$ cat src/rtl/fetch_arb_pkg.sv
// Shared constants, FSM encoding and small helpers for the fetch slot arbiter.
package fetch_arb_pkg;

  localparam int unsigned NUM_WF    = 40;
  localparam int unsigned WFID_W    = 6;
  localparam int unsigned MAX_OUTST = 2;
  localparam int unsigned CNT_W     = 2;

  typedef enum logic {
    ST_IDLE = 1'b0,
    ST_REQ  = 1'b1
  } fsm_state_e;

  // Next slot id after 'id', wrapping the last slot back to slot 0.
  function automatic logic [WFID_W-1:0] wfid_inc(input logic [WFID_W-1:0] id);
    if (id == WFID_W'(NUM_WF - 1)) begin
      return '0;
    end
    return id + WFID_W'(1);
  endfunction

endpackage

$ cat src/rtl/rr_pick.sv
// Combinational round-robin picker: first eligible slot at or above rr_ptr,
// wrapping from the last slot back to slot 0.
module rr_pick
  import fetch_arb_pkg::*;
(
  input  logic [NUM_WF-1:0] eligible,
  input  logic [WFID_W-1:0] rr_ptr,
  output logic [WFID_W-1:0] grant_wfid,
  output logic              grant_any
);

  localparam int unsigned IdxW = WFID_W + 1;
  typedef logic [IdxW-1:0] idx_t;

  // Scan offsets 0..NUM_WF-1 from the pointer; the first hit wins.
  always_comb begin : pick
    idx_t idx;
    grant_any  = 1'b0;
    grant_wfid = '0;
    idx        = '0;
    for (int k = 0; k < int'(NUM_WF); k++) begin
      idx = idx_t'(rr_ptr) + idx_t'(k);
      // rr_ptr < NUM_WF, so a single subtraction is enough to wrap.
      if (idx >= idx_t'(NUM_WF)) begin
        idx = idx - idx_t'(NUM_WF);
      end
      if (!grant_any && eligible[idx[WFID_W-1:0]]) begin
        grant_any  = 1'b1;
        grant_wfid = idx[WFID_W-1:0];
      end
    end
  end

endmodule

$ cat src/rtl/fetch_slot_arbiter.sv
// Fetch slot arbiter: round-robin choice of the wavefront slot that issues the
// next instruction fetch, with a per-slot cap on un-returned fetches.
// Optional statistics counters are built when FETCH_ARB_STATS_EN is defined.
module fetch_slot_arbiter
  import fetch_arb_pkg::*;
(
  input  logic              clk,
  input  logic              rst,
  input  logic [NUM_WF-1:0] wf_active,
  input  logic [NUM_WF-1:0] wave_stop_fetch,
  input  logic              slot_clr_en,
  input  logic [WFID_W-1:0] slot_clr_wfid,
  input  logic              buff_ack,
  input  logic              ret_valid,
  input  logic [WFID_W-1:0] ret_wfid,
`ifdef FETCH_ARB_STATS_EN
  output logic [31:0]       stat_grants,
  output logic [31:0]       stat_stalls,
  input  logic              stat_clr,
`endif
  output logic              fetch_valid,
  output logic [WFID_W-1:0] fetch_wfid,
  output logic              outst_err
);

  fsm_state_e        state_q, state_d;
  logic [WFID_W-1:0] fetch_wfid_q, fetch_wfid_d;
  logic [WFID_W-1:0] rr_ptr_q, rr_ptr_d;
  logic [CNT_W-1:0]  cnt_q [NUM_WF];
  logic [CNT_W-1:0]  cnt_d [NUM_WF];
  logic              outst_err_q, outst_err_d;

  logic [NUM_WF-1:0] eligible;
  logic [WFID_W-1:0] grant_wfid;
  logic              grant_any;
  logic              ack_fire;

  assign ack_fire = (state_q == ST_REQ) && buff_ack;

  // A slot may be picked when live, not stopped and below its credit cap.
  always_comb begin
    eligible = '0;
    for (int i = 0; i < int'(NUM_WF); i++) begin
      eligible[i] = wf_active[i] && !wave_stop_fetch[i] &&
                    (cnt_q[i] < CNT_W'(MAX_OUTST));
    end
  end

  rr_pick u_rr_pick (
    .eligible   (eligible),
    .rr_ptr     (rr_ptr_q),
    .grant_wfid (grant_wfid),
    .grant_any  (grant_any)
  );

  // Grant FSM: latch a pick in IDLE, hold the request in REQ until acked.
  always_comb begin
    state_d      = state_q;
    fetch_wfid_d = fetch_wfid_q;
    rr_ptr_d     = rr_ptr_q;
    unique case (state_q)
      ST_IDLE: begin
        if (grant_any) begin
          fetch_wfid_d = grant_wfid;
          state_d      = ST_REQ;
        end
      end
      ST_REQ: begin
        // The request is never withdrawn, even if the slot stops meanwhile.
        if (buff_ack) begin
          rr_ptr_d = wfid_inc(fetch_wfid_q);
          state_d  = ST_IDLE;
        end
      end
      default: state_d = ST_IDLE;
    endcase
  end

  // Outstanding-fetch counters: clear beats ack/return; ack+return cancel.
  always_comb begin
    outst_err_d = outst_err_q;
    for (int i = 0; i < int'(NUM_WF); i++) begin
      logic inc;
      logic dec;
      inc      = ack_fire && (fetch_wfid_q == WFID_W'(i));
      dec      = ret_valid && (ret_wfid == WFID_W'(i));
      cnt_d[i] = cnt_q[i];
      if (slot_clr_en && (slot_clr_wfid == WFID_W'(i))) begin
        cnt_d[i] = '0;
      end else if (inc && !dec) begin
        cnt_d[i] = cnt_q[i] + CNT_W'(1);
      end else if (dec && !inc) begin
        if (cnt_q[i] == '0) begin
          outst_err_d = 1'b1;
        end else begin
          cnt_d[i] = cnt_q[i] - CNT_W'(1);
        end
      end
    end
  end

  // State, pointer, counter and error registers.
  always_ff @(posedge clk or negedge rst) begin
    if (!rst) begin
      state_q      <= ST_IDLE;
      fetch_wfid_q <= '0;
      rr_ptr_q     <= '0;
      outst_err_q  <= 1'b0;
      for (int i = 0; i < int'(NUM_WF); i++) begin
        cnt_q[i] <= '0;
      end
    end else begin
      state_q      <= state_d;
      fetch_wfid_q <= fetch_wfid_d;
      rr_ptr_q     <= rr_ptr_d;
      outst_err_q  <= outst_err_d;
      for (int i = 0; i < int'(NUM_WF); i++) begin
        cnt_q[i] <= cnt_d[i];
      end
    end
  end

  assign fetch_valid = (state_q == ST_REQ);
  assign fetch_wfid  = fetch_wfid_q;
  assign outst_err   = outst_err_q;

`ifdef FETCH_ARB_STATS_EN
  logic [31:0] stat_grants_q;
  logic [31:0] stat_stalls_q;
  logic        credit_stall;

  // Some slot wants to fetch but every such slot is out of credits.
  assign credit_stall = (|(wf_active & ~wave_stop_fetch)) && !(|eligible);

  // Saturating statistics counters with synchronous clear.
  always_ff @(posedge clk or negedge rst) begin
    if (!rst) begin
      stat_grants_q <= '0;
      stat_stalls_q <= '0;
    end else if (stat_clr) begin
      stat_grants_q <= '0;
      stat_stalls_q <= '0;
    end else begin
      if (ack_fire && (stat_grants_q != '1)) begin
        stat_grants_q <= stat_grants_q + 32'd1;
      end
      if (credit_stall && (stat_stalls_q != '1)) begin
        stat_stalls_q <= stat_stalls_q + 32'd1;
      end
    end
  end

  assign stat_grants = stat_grants_q;
  assign stat_stalls = stat_stalls_q;
`endif

endmodule

$ cat config.mk
export PLATFORM = sky130hd
export DESIGN_NAME = fetch_slot_arbiter
export DESIGN_NICKNAME = d
export VERILOG_FILES = /design/src/rtl/fetch_arb_pkg.sv /design/src/rtl/rr_pick.sv /design/src/rtl/fetch_slot_arbiter.sv
export SDC_FILE = /design/constraint.sdc
export NUM_CORES = 1
export LEC_CHECK = 0
export ABC_AREA = 1
export BUFFER_PORTS_ARGS = -buffer_cell sky130_fd_sc_hd__buf_2
export CAP_MARGIN = 20
export CORE_AREA = 2 2 238 193
export DETAILED_ROUTE_END_ITERATION = 8
export DIE_AREA = 0 0 240 195
export HOLD_SLACK_MARGIN = 0.15
export SLEW_MARGIN = 40
export SYNTH_ARGS = -nofsm -noshare
export SYNTH_HDL_FRONTEND = slang
export SYNTH_SLANG_ARGS = --single-unit
$ cat constraint.sdc
create_clock -name clk -period 10.35 [get_ports clk]
set_input_delay 2.5875 -clock clk [delete_from_list [all_inputs] [get_ports clk]]
set_output_delay 2.5875 -clock clk [all_outputs]
set_load 0.01 [all_outputs]
=== Word-level counts from Yosys, hierarchy flattened ===
Cells that the tools add are included.

* Reduce and logical (&&, ||, !) cells: 604
* Magnitude comparators: 120
* Muxes and demuxes: 528
* Add/sub/neg operators: 160
* Bitwise logic cells: 1
* Equal/unequal tests: 157

{| class="wikitable"
|+ Operator list
! kind !! number
|-
| $mux W6 || 82
|-
| $logic_and A1 B1 Y1 || 320
|-
| $mux W2 || 160
|-
| $eq A6 B5 Y1 const B || 48
|-
| $lt A6 B7 Y1 const B || 40
|-
| $ge A7 B6 Y1 const B || 39
|-
| $mux W1 || 245
|-
| $bmux W1 S6 || 40
|-
| $sub A6 B6 Y6 const B || 40
|-
| $logic_not A1 Y1 || 159
|-
| $eq A6 B4 Y1 const B || 24
|-
| $eq A6 B6 Y1 const B || 24
|-
| $ne A3 B3 Y1 const B || 40
|-
| $reduce_bool A3 Y1 || 40
|-
| $add A6 B5 Y7 const B || 16
|-
| $reduce_and A2 Y1 || 42
|-
| $add A2 B1 Y2 const B || 40
|-
| $logic_not A2 Y1 || 40
|-
| $lt A2 B2 Y1 const B || 40
|-
| $sub A2 B1 Y2 const B || 40
|-
| $eq A6 B3 Y1 const B || 12
|-
| $add A6 B4 Y7 const B || 8
|-
| $add A6 B6 Y7 const B || 8
|-
| $eq A6 B2 Y1 const B || 6
|-
| other kinds (9) || 17
|}

* Logic and storage cells: 1614
* Register bits: 94

=== Logic depth before layout (Yosys ltp) ===
Gate-level depths: netlist of the first run.

* Word-level depth: 163
* Mapped depth: 48
* Mapped depth without buffers: 45

=== Modules after synthesis ===
A second synthesis of the first run with hierarchy kept.

* Cell total of the unflattened synthesis: 3165
* Area, all modules: 17635.7 µm²

{| class="wikitable"
|+ By module, submodules not included
! module !! times used !! cells each !! area an instance (µm²) !! seq. area each (µm²)
|-
| rr_pick || 1 || 2034 || 10468.8 || 0.0
|-
| fetch_slot_arbiter || 1 || 1131 || 7166.9 || 2352.3
|}

=== Worst setup path after synthesis of the first run ===
OpenSTA, ideal clock, no wires.

* Kind: in2reg
* From: in wave_stop_fetch[22]
* To: reg fetch_wfid_q[2], in the netlist fetch_wfid[2]
* Path buffers: 1
* Stages on the path: 33
* Library setup time: 0.116 ns
* Arrival time: 6.379 ns
* Data required time: 10.234 ns
* Path slack: 3.855 ns
* Cells stage by stage: nand3b_1 > nand2_1 > nand2_1 > nand2_1 > nand2_1 > nand2_1 > nand3_1 > nand3_1 > a21oi_4 > nand3_1 > nor2_2 > nand4_1 > nor2_2 > nand4_4 > nor2_8 > nand4_4 > nor2_4 > nand4_2 > nor2_2 > nand4_2 > nor2_4 > nand4_2 > nor2_4 > nand4_4 > nor2_4 > nand4_4 > nor3_4 > nand4_2 > o21ai_2 > buf_6 > nor2_1 > nand2_1 > nand2_1

* Cells in the longest elaborated chain, start to end: 124
* Elaborated cells between the ends (all ways): 242
* Those cells by class: mux (160); reduce/logical (82)

{| class="wikitable"
|+ Ends and longest elaborated chain
! item !! RTL line !! RTL
|-
| from (decl) || fetch_slot_arbiter.sv:10 || <nowiki>input logic [NUM_WF-1:0] wave_stop_fetch,</nowiki>
|-
| $logic_not A1 Y1 (*) || fetch_slot_arbiter.sv:44 || <nowiki>eligible[i] = wf_active[i] && !wave_stop_fetch[i] &&</nowiki>
|-
| $logic_and A1 B1 Y1 (*) (2 in series) || fetch_slot_arbiter.sv:44 ||
|-
| $bmux W1 S6 || rr_pick.sv:27 || <nowiki>if (!grant_any && eligible[idx[WFID_W-1:0]]) begin</nowiki>
|-
| $mux W1 (not written as such) || rr_pick.sv:27 ||
|-
| $mux W1 || rr_pick.sv:27 ||
|-
| $logic_not A1 Y1 || rr_pick.sv:27 ||
|-
| $logic_and A1 B1 Y1 || rr_pick.sv:27 ||
|-
| $mux W1 || rr_pick.sv:27 ||
|-
| (+107 left out) || - ||
|-
| $mux W1 || rr_pick.sv:27 ||
|-
| $logic_not A1 Y1 || rr_pick.sv:27 ||
|-
| $logic_and A1 B1 Y1 || rr_pick.sv:27 ||
|-
| $mux W1 || rr_pick.sv:27 ||
|-
| $logic_not A1 Y1 || rr_pick.sv:27 ||
|-
| $logic_and A1 B1 Y1 || rr_pick.sv:27 ||
|-
| $mux W1 || rr_pick.sv:27 ||
|-
| $reduce_and A2 Y1 (no line) || - ||
|-
| to (signal assigned) || fetch_slot_arbiter.sv:114 || <nowiki>fetch_wfid_q <= fetch_wfid_d;</nowiki>
|-
| to (decl) || fetch_slot_arbiter.sv:27 || <nowiki>logic [WFID_W-1:0] fetch_wfid_q, fetch_wfid_d;</nowiki>
|}

Every way passes the cells marked *; elsewhere a longest branch is shown, timed or not. The select of a mux whose other input is x is not followed.
A chain may end at the register's enable or synchronous reset.

=== Final worst setup path of the first run ===
* From: reg rr_ptr_q[4]
* To: reg fetch_wfid_q[0], in the netlist fetch_wfid[0]

* Cells in the longest elaborated chain, start to end: 123
* Elaborated cells between the ends (all ways): 398
* Those cells by class: add/sub (79); order compare (40); mux (200); reduce/logical (79)

{| class="wikitable"
|+ Ends and longest elaborated chain
! item !! RTL line !! RTL
|-
| from (decl) || fetch_slot_arbiter.sv:28 || <nowiki>logic [WFID_W-1:0] rr_ptr_q, rr_ptr_d;</nowiki>
|-
| from (signal assigned) || fetch_slot_arbiter.sv:115 || <nowiki>rr_ptr_q <= rr_ptr_d;</nowiki>
|-
| parallel branches: the longest is 123 deep, another holds $add A6 B1 Y7 || - ||
|}

Parallel ways; which one is timed is not known. The select of a mux whose other input is x is not followed.

==> results_dict.tcl, run 1 <==
set metrics [dict create \
    status "finished, final reports clean" \
    finalCriticalPeriod_ns 8.00 \
    synth_area_leaders "nand2_1 16%, dfrtp_1 13%, inv_1 11%, nand3_1 10%, nor2_1 10%" \
    clock.fmax_mhz 125 \
    finClkSkew_ns 0.00921 \
    crit_path_frequent_cell "nand2_1" \
    setup_viol 0 \
    ant_nets 0 \
    async_flop_share 1.00 \
    worst_slew_pin_slew_ns 0.987 \
    grt_usage 0.337 \
    routedWlPerCell_um 20.6 \
    post_cts_resize_count 0 \
    clk_path_buf_depth 2 \
    routabilityCongestion 1.08 \
    setup_tns_ns 0 \
    synth_edf_count 0 \
    synth_area_um2 17600 \
    hp-class "reg -> reg" \
    yosysTopAreaCell "nand2_1" \
    fp.dieH_um 195 \
    synth_fp_nets 3362 \
    worst_path_largest_cell_delay_ns 0.91 \
    die_x_um 240 \
    ys.flop_type "dfrtp_1" \
    yosys_warnings 0 \
    synth_common_cells "743 x nand2_1, 513 x inv_1, 480 x nor2_1" \
    path_max_fanout 27 \
    place_ws_ns 2.16 \
    path_clk_slew_ns 0.08 \
    grt_pass1_wl_mm 118 \
    dieArea_um2 46800 \
    crit_type "reg -> reg" \
    hold_path_end "rr_ptr_q[4]$_DFFE_PN0P_" \
    hpwl_mm 65.2 \
    numClockSinks 94 \
    synth_top_area_share 0.159 \
    hold_viol_final 0 \
    post_cts_buffers 0 \
    portBuffers 104 \
    clk_latency_ns 0.37 \
    final_layout_size_suffix_gt1_frac 0.0763 \
    cts_buffers 9 \
    fin_nets 3441 \
    rows 69 \
    arrival_ns 8.26 \
    worst_slack_ns 2.35 \
    holdBufCountCts 0 \
    r2r_cells 31 \
    ys_types 69 \
    antenna_found_initial 2 \
    cts_tree "done" \
    slew_headroom 0.335 \
    routed_wirelength_mm 80.2 \
    viasPerCell 5.60 \
    required_ns 10.62 \
    rsz0062_at_grt "false" \
    reg2reg_from "rr_ptr_q[4]$_DFFE_PN0P_" \
    holdPathStages 2 \
    grt_overflow 0 \
    initial_core_util 0.397 \
    reg2reg_slack_ns 2.35 \
    cts.htree.levels 3 \
    areaGrowthSynthToFinish_pct 8.30 \
    grt_pass1_vias 18900 \
    r2r-end "fetch_wfid[0]$_DFFE_PN0P_" \
    boundaryPins 105 \
    slowest_stage "ha_1" \
    cp_num_cells 31 \
    initialDrtViolationCount 3289 \
    drv_cap 0 \
    postSynthAreaPerCell_um2 5.48 \
    slew_violations 0 \
    synthCells 3204 \
    yosysSeqAreaShare 0.134 \
    end_kind "flip-flop" \
    hold_start "rr_ptr_q[4]$_DFFE_PN0P_" \
    synth_most_common_cell "nand2_1" \
    post-route-period-util 0.773 \
    ys_ff_latch 94 \
    vias 21800 \
    core_area_um2 44200 \
    post-route-drc-count 0 \
    critPathTopFamily "simple AND/OR/NAND/NOR gates" \
    critPathLaunchType "flip-flop" \
    cts-root-buf "clkbuf_16" \
    critPathBufInv 3 \
    firstDrtPassIters 8 \
    grt_max_degree 73 \
]
==> cell type report <==
class,count,area (um^2)
inverters,541,2030
diodes,1,2.50
clock inverters,5,41.3
flip-flops and latches,94,2350
repair buffers,132,737
well taps,603,754
multi-input cells,2505,12900
fillers,5005,25200
clock buffers,11,243
==> stage by stage <==
stage           util  instances  cell area, um^2  hold WS, ns
2_1_floorplan      -       3204            17600        0.472
3_3_place_gp   0.424       3875            18700        0.480
3_5_place_dp   0.424       3875            18700        0.481
4_1_cts        0.430       3891            19000        0.502
5_1_grt        0.430       3892            19000        0.552
6_report       0.430       3892            19000        0.500
==> layer usage <==
layer | GRT usage | vias to the layer above | part of all wire
met5 | 0 | - | 0.00014
met4 | 0.0794 | 2 | 0.028
met3 | 0.121 | 144 | 0.15
met2 | 0.437 | 1212 | 0.36
met1 | 0.514 | 9847 | 0.46
li1 | - | 10600 | -
==> registers in the layout (all words and copies together) (netlist names) <==
register,cells
cnt_q,80
fetch_wfid,6
rr_ptr_q,6
fetch_valid,1
outst_err,1
==> how the worst max path moves through the flow <==
stage                                  startpoint                        end  slack, ns
final                     rr_ptr_q[4]$_DFFE_PN0P_  fetch_wfid[0]$_DFFE_PN0P_       2.35
after global routing                wf_active[24]  fetch_wfid[2]$_DFFE_PN0P_       1.91
after global placement              wf_active[20]  fetch_wfid[0]$_DFFE_PN0P_       2.27
after floorplan               wave_stop_fetch[22]  fetch_wfid[2]$_DFFE_PN0P_       3.85
after detailed placement      wave_stop_fetch[15]  fetch_wfid[0]$_DFFE_PN0P_       2.16
after CTS                     wave_stop_fetch[15]  fetch_wfid[0]$_DFFE_PN0P_       2.53
==> cell families (layout without fill, tap and decap cells) <==
| kind of cell | after synthesis | in the layout | share of synthesized area |
|---|---|---|---|
| AO/OA/AOI/OAI | 476 | 476 | 0.157 |
| XOR/XNOR | 110 | 110 | 0.0581 |
| adder cells (fa/ha/maj) | 61 | 61 | 0.0439 |
| buffers and inverters | 605 | 689 | 0.136 |
| flip-flops | 94 | 94 | 0.134 |
| multiplexers | 8 | 8 | 0.00463 |
| other | 0 | 1 | 0 |
| AND/OR/NAND/NOR | 1850 | 1850 | 0.467 |
==> placed cells by master (no fill, tap or decap), types with 14 or more instances in the layout <==
cell / count
dfrtp_1: 93
xor2_1: 94
o21ai_1: 47
o21ai_0: 200
nor3_1: 44
nand2_2: 20
nand2_1: 743
nand3_1: 363
inv_2: 20
ha_1: 60
buf_2: 103
o21a_1: 14
nand4_1: 120
o211ai_1: 28
nor2_1: 480
buf_4: 28
a21oi_1: 93
inv_1: 513
nand3b_1: 21
==> worst min-delay path, cell delays in order (launching register included) <==
cell,delay [ns]
dfrtp_1,0.35
nand2_1,0.05
o21ai_0,0.07
Power of run 1 is not shown: default switching activity piles up to over one toggle a cycle in this logic, so the estimate is an artifact.
==> inputs of run 2 (changes only) <==
==> constraint.sdc (replaced) <==
create_clock -name clk -period 7.4 [get_ports clk]
set_input_delay 1.85 -clock clk [delete_from_list [all_inputs] [get_ports clk]]
set_output_delay 1.85 -clock clk [all_outputs]
set_load 0.01 [all_outputs]
==> run 2 against run 1 <==
Against the previous run:
- die area unchanged
- cell count increased by 1.1%
- critical path depth increased by 3
- global-route usage decreased by 0.17 points
- clock skew increased by 0.00084 ns
- first-iteration DRC count decreased by 8.4%
- count of clock-buffer cells in the layout unchanged
- largest cell class unchanged
- highest routed layer is now met4
==> results_dict.tcl, run 2 (synthesis gave the netlist of run 1 again) <==
set metrics [dict create \
    largest_reg_flops 80 \
    fin_nets 3483 \
    cts_tree "done" \
    routed_wirelength_mm 79.6 \
    hold_viol_final 0 \
    slowest_stage "dfrtp_1" \
    firstDrtPassIters 8 \
    worst_slew_pin_slew_ns 0.970 \
    finClkSkew_ns 0.0100 \
    fin_area_um2 19400 \
    grt_pass1_vias 19500 \
    vias 22000 \
    initial_core_util 0.397 \
    final_layout_size_suffix_gt1_frac 0.0877 \
    hpwl_mm 65.8 \
    cts-root-buf "clkbuf_16" \
    instances_no_fill 3933 \
    antenna_cells 0 \
    core_area_um2 44200 \
    grt_usage 0.335 \
    post-route-drc-count 0 \
    crit_path_frequent_cell "nand2_1" \
    routabilityCongestion 1.17 \
    slew_headroom 0.349 \
    portBuffers 104 \
    hp-class "reg -> reg" \
    worst_path_largest_cell_delay_ns 0.82 \
    dieArea_um2 46800 \
    r2r-end "fetch_wfid[0]$_DFFE_PN0P_" \
    cts.htree.levels 3 \
    dpl.cell_count 3917 \
    viasPerCell 5.61 \
    cp-startpoint "rr_ptr_q[3]$_DFFE_PN0P_" \
    arrival_ns 7.19 \
    drv_cap 0 \
    numClockSinks 94 \
    hold_start "cnt_q[6]$_DFFE_PN0P_" \
    rsz0062_at_grt "false" \
    holdPathStages 1 \
    end_kind "flip-flop" \
    slew_violations 0 \
    clock.fmax_mhz 144 \
    crit_type "reg -> reg" \
    final_common_cell "nand2_1" \
    die_x_um 240 \
    grt_pass1_wl_mm 118 \
    holdBufCountCts 0 \
    reg2reg_slack_ns 0.48 \
    placedInstanceArea_um2 19000 \
    clk_latency_ns 0.37 \
    critPathTopFamily "simple AND/OR/NAND/NOR gates" \
    top_register "cnt_q" \
    boundaryPins 105 \
    grt_max_degree 68 \
    grt_overflow 0 \
    required_ns 7.67 \
    critPathLaunchType "flip-flop" \
    finalCriticalPeriod_ns 6.92 \
    clk_path_buf_depth 2 \
    post-route-period-util 0.935 \
    reg2reg_from "rr_ptr_q[3]$_DFFE_PN0P_" \
    initialDrtViolationCount 3012 \
    status "finished, final reports clean" \
    hold_path_end "cnt_q[6]$_DFFE_PN0P_" \
    rows 69 \
    routedWlPerCell_um 20.2 \
    setup_tns_ns 0 \
    fillers 4965 \
    post_cts_resize_count 0 \
    antenna_found_initial 0 \
    areaGrowthSynthToFinish_pct 10.3 \
    post_cts_buffers 0 \
    critPathBufInv 4 \
    setup_viol 0 \
    ant_nets 0 \
    cts_buffers 9 \
    path_clk_slew_ns 0.07 \
    path_max_fanout 18 \
    r2r_cells 34 \
    fp.dieH_um 195 \
    layout_common_cells "743 x nand2_1, 513 x inv_1, 480 x nor2_1" \
]
## run 2: worst reg2reg max path, delay by kind of cell, from the launching register on
family,cells,cell delay (ns)
AO/OA/AOI/OAI,3,0.97
adder cells (fa/ha/maj),2,0.88
buffers and inverters,4,0.81
flip-flops,1,0.82
AND/OR/NAND/NOR,25,3.33
## run 2: through the flow
step | util | setup slack (ns) | hold slack [ns]
6_report | 0.438 | 0.479 | 0.501
5_1_grt | 0.438 | 0.00208 | 0.539
3_5_place_dp | 0.431 | 0.518 | 0.506
3_3_place_gp | 0.430 | 0.443 | 0.505
2_1_floorplan | - | 1.25 | 0.472
4_1_cts | 0.438 | 0.743 | 0.510
## run 2: cell type report
cell class,count,area (um^2),share of cell area
flip-flops and latches,94,2350,0.122
repair buffers,174,1050,0.0543
clock buffers,11,243,0.0125
multi-input cells,2505,12800,0.663
clock inverters,5,83.8,0.00433
inverters,541,2030,0.105
well taps,603,754,0.0390
## run 2: per-layer routing
metal / vias to the layer above / track usage / wire length [um]
met4: 0 / 0.0833 / 2250
met3: 130 / 0.137 / 12000
met1: 10000 / 0.494 / 36100
met2: 1232 / 0.441 / 29200
li1: 10700 / - / -
met5: - / 0 / 0
## run 2: worst max path at each step
stage / endpoint / slack [ns] / depth (start not counted)
finish: fetch_wfid[0]$_DFFE_PN0P_ / 0.48 / 34
global route: fetch_wfid[2]$_DFFE_PN0P_ / 0.002 / 42
CTS: fetch_wfid[0]$_DFFE_PN0P_ / 0.74 / 34
detailed placement: fetch_wfid[1]$_DFFE_PN0P_ / 0.52 / 34
global placement: fetch_wfid[0]$_DFFE_PN0P_ / 0.44 / 29
floorplan: fetch_wfid[2]$_DFFE_PN0P_ / 1.25 / 40
Power of run 2 is left out for the same reason.
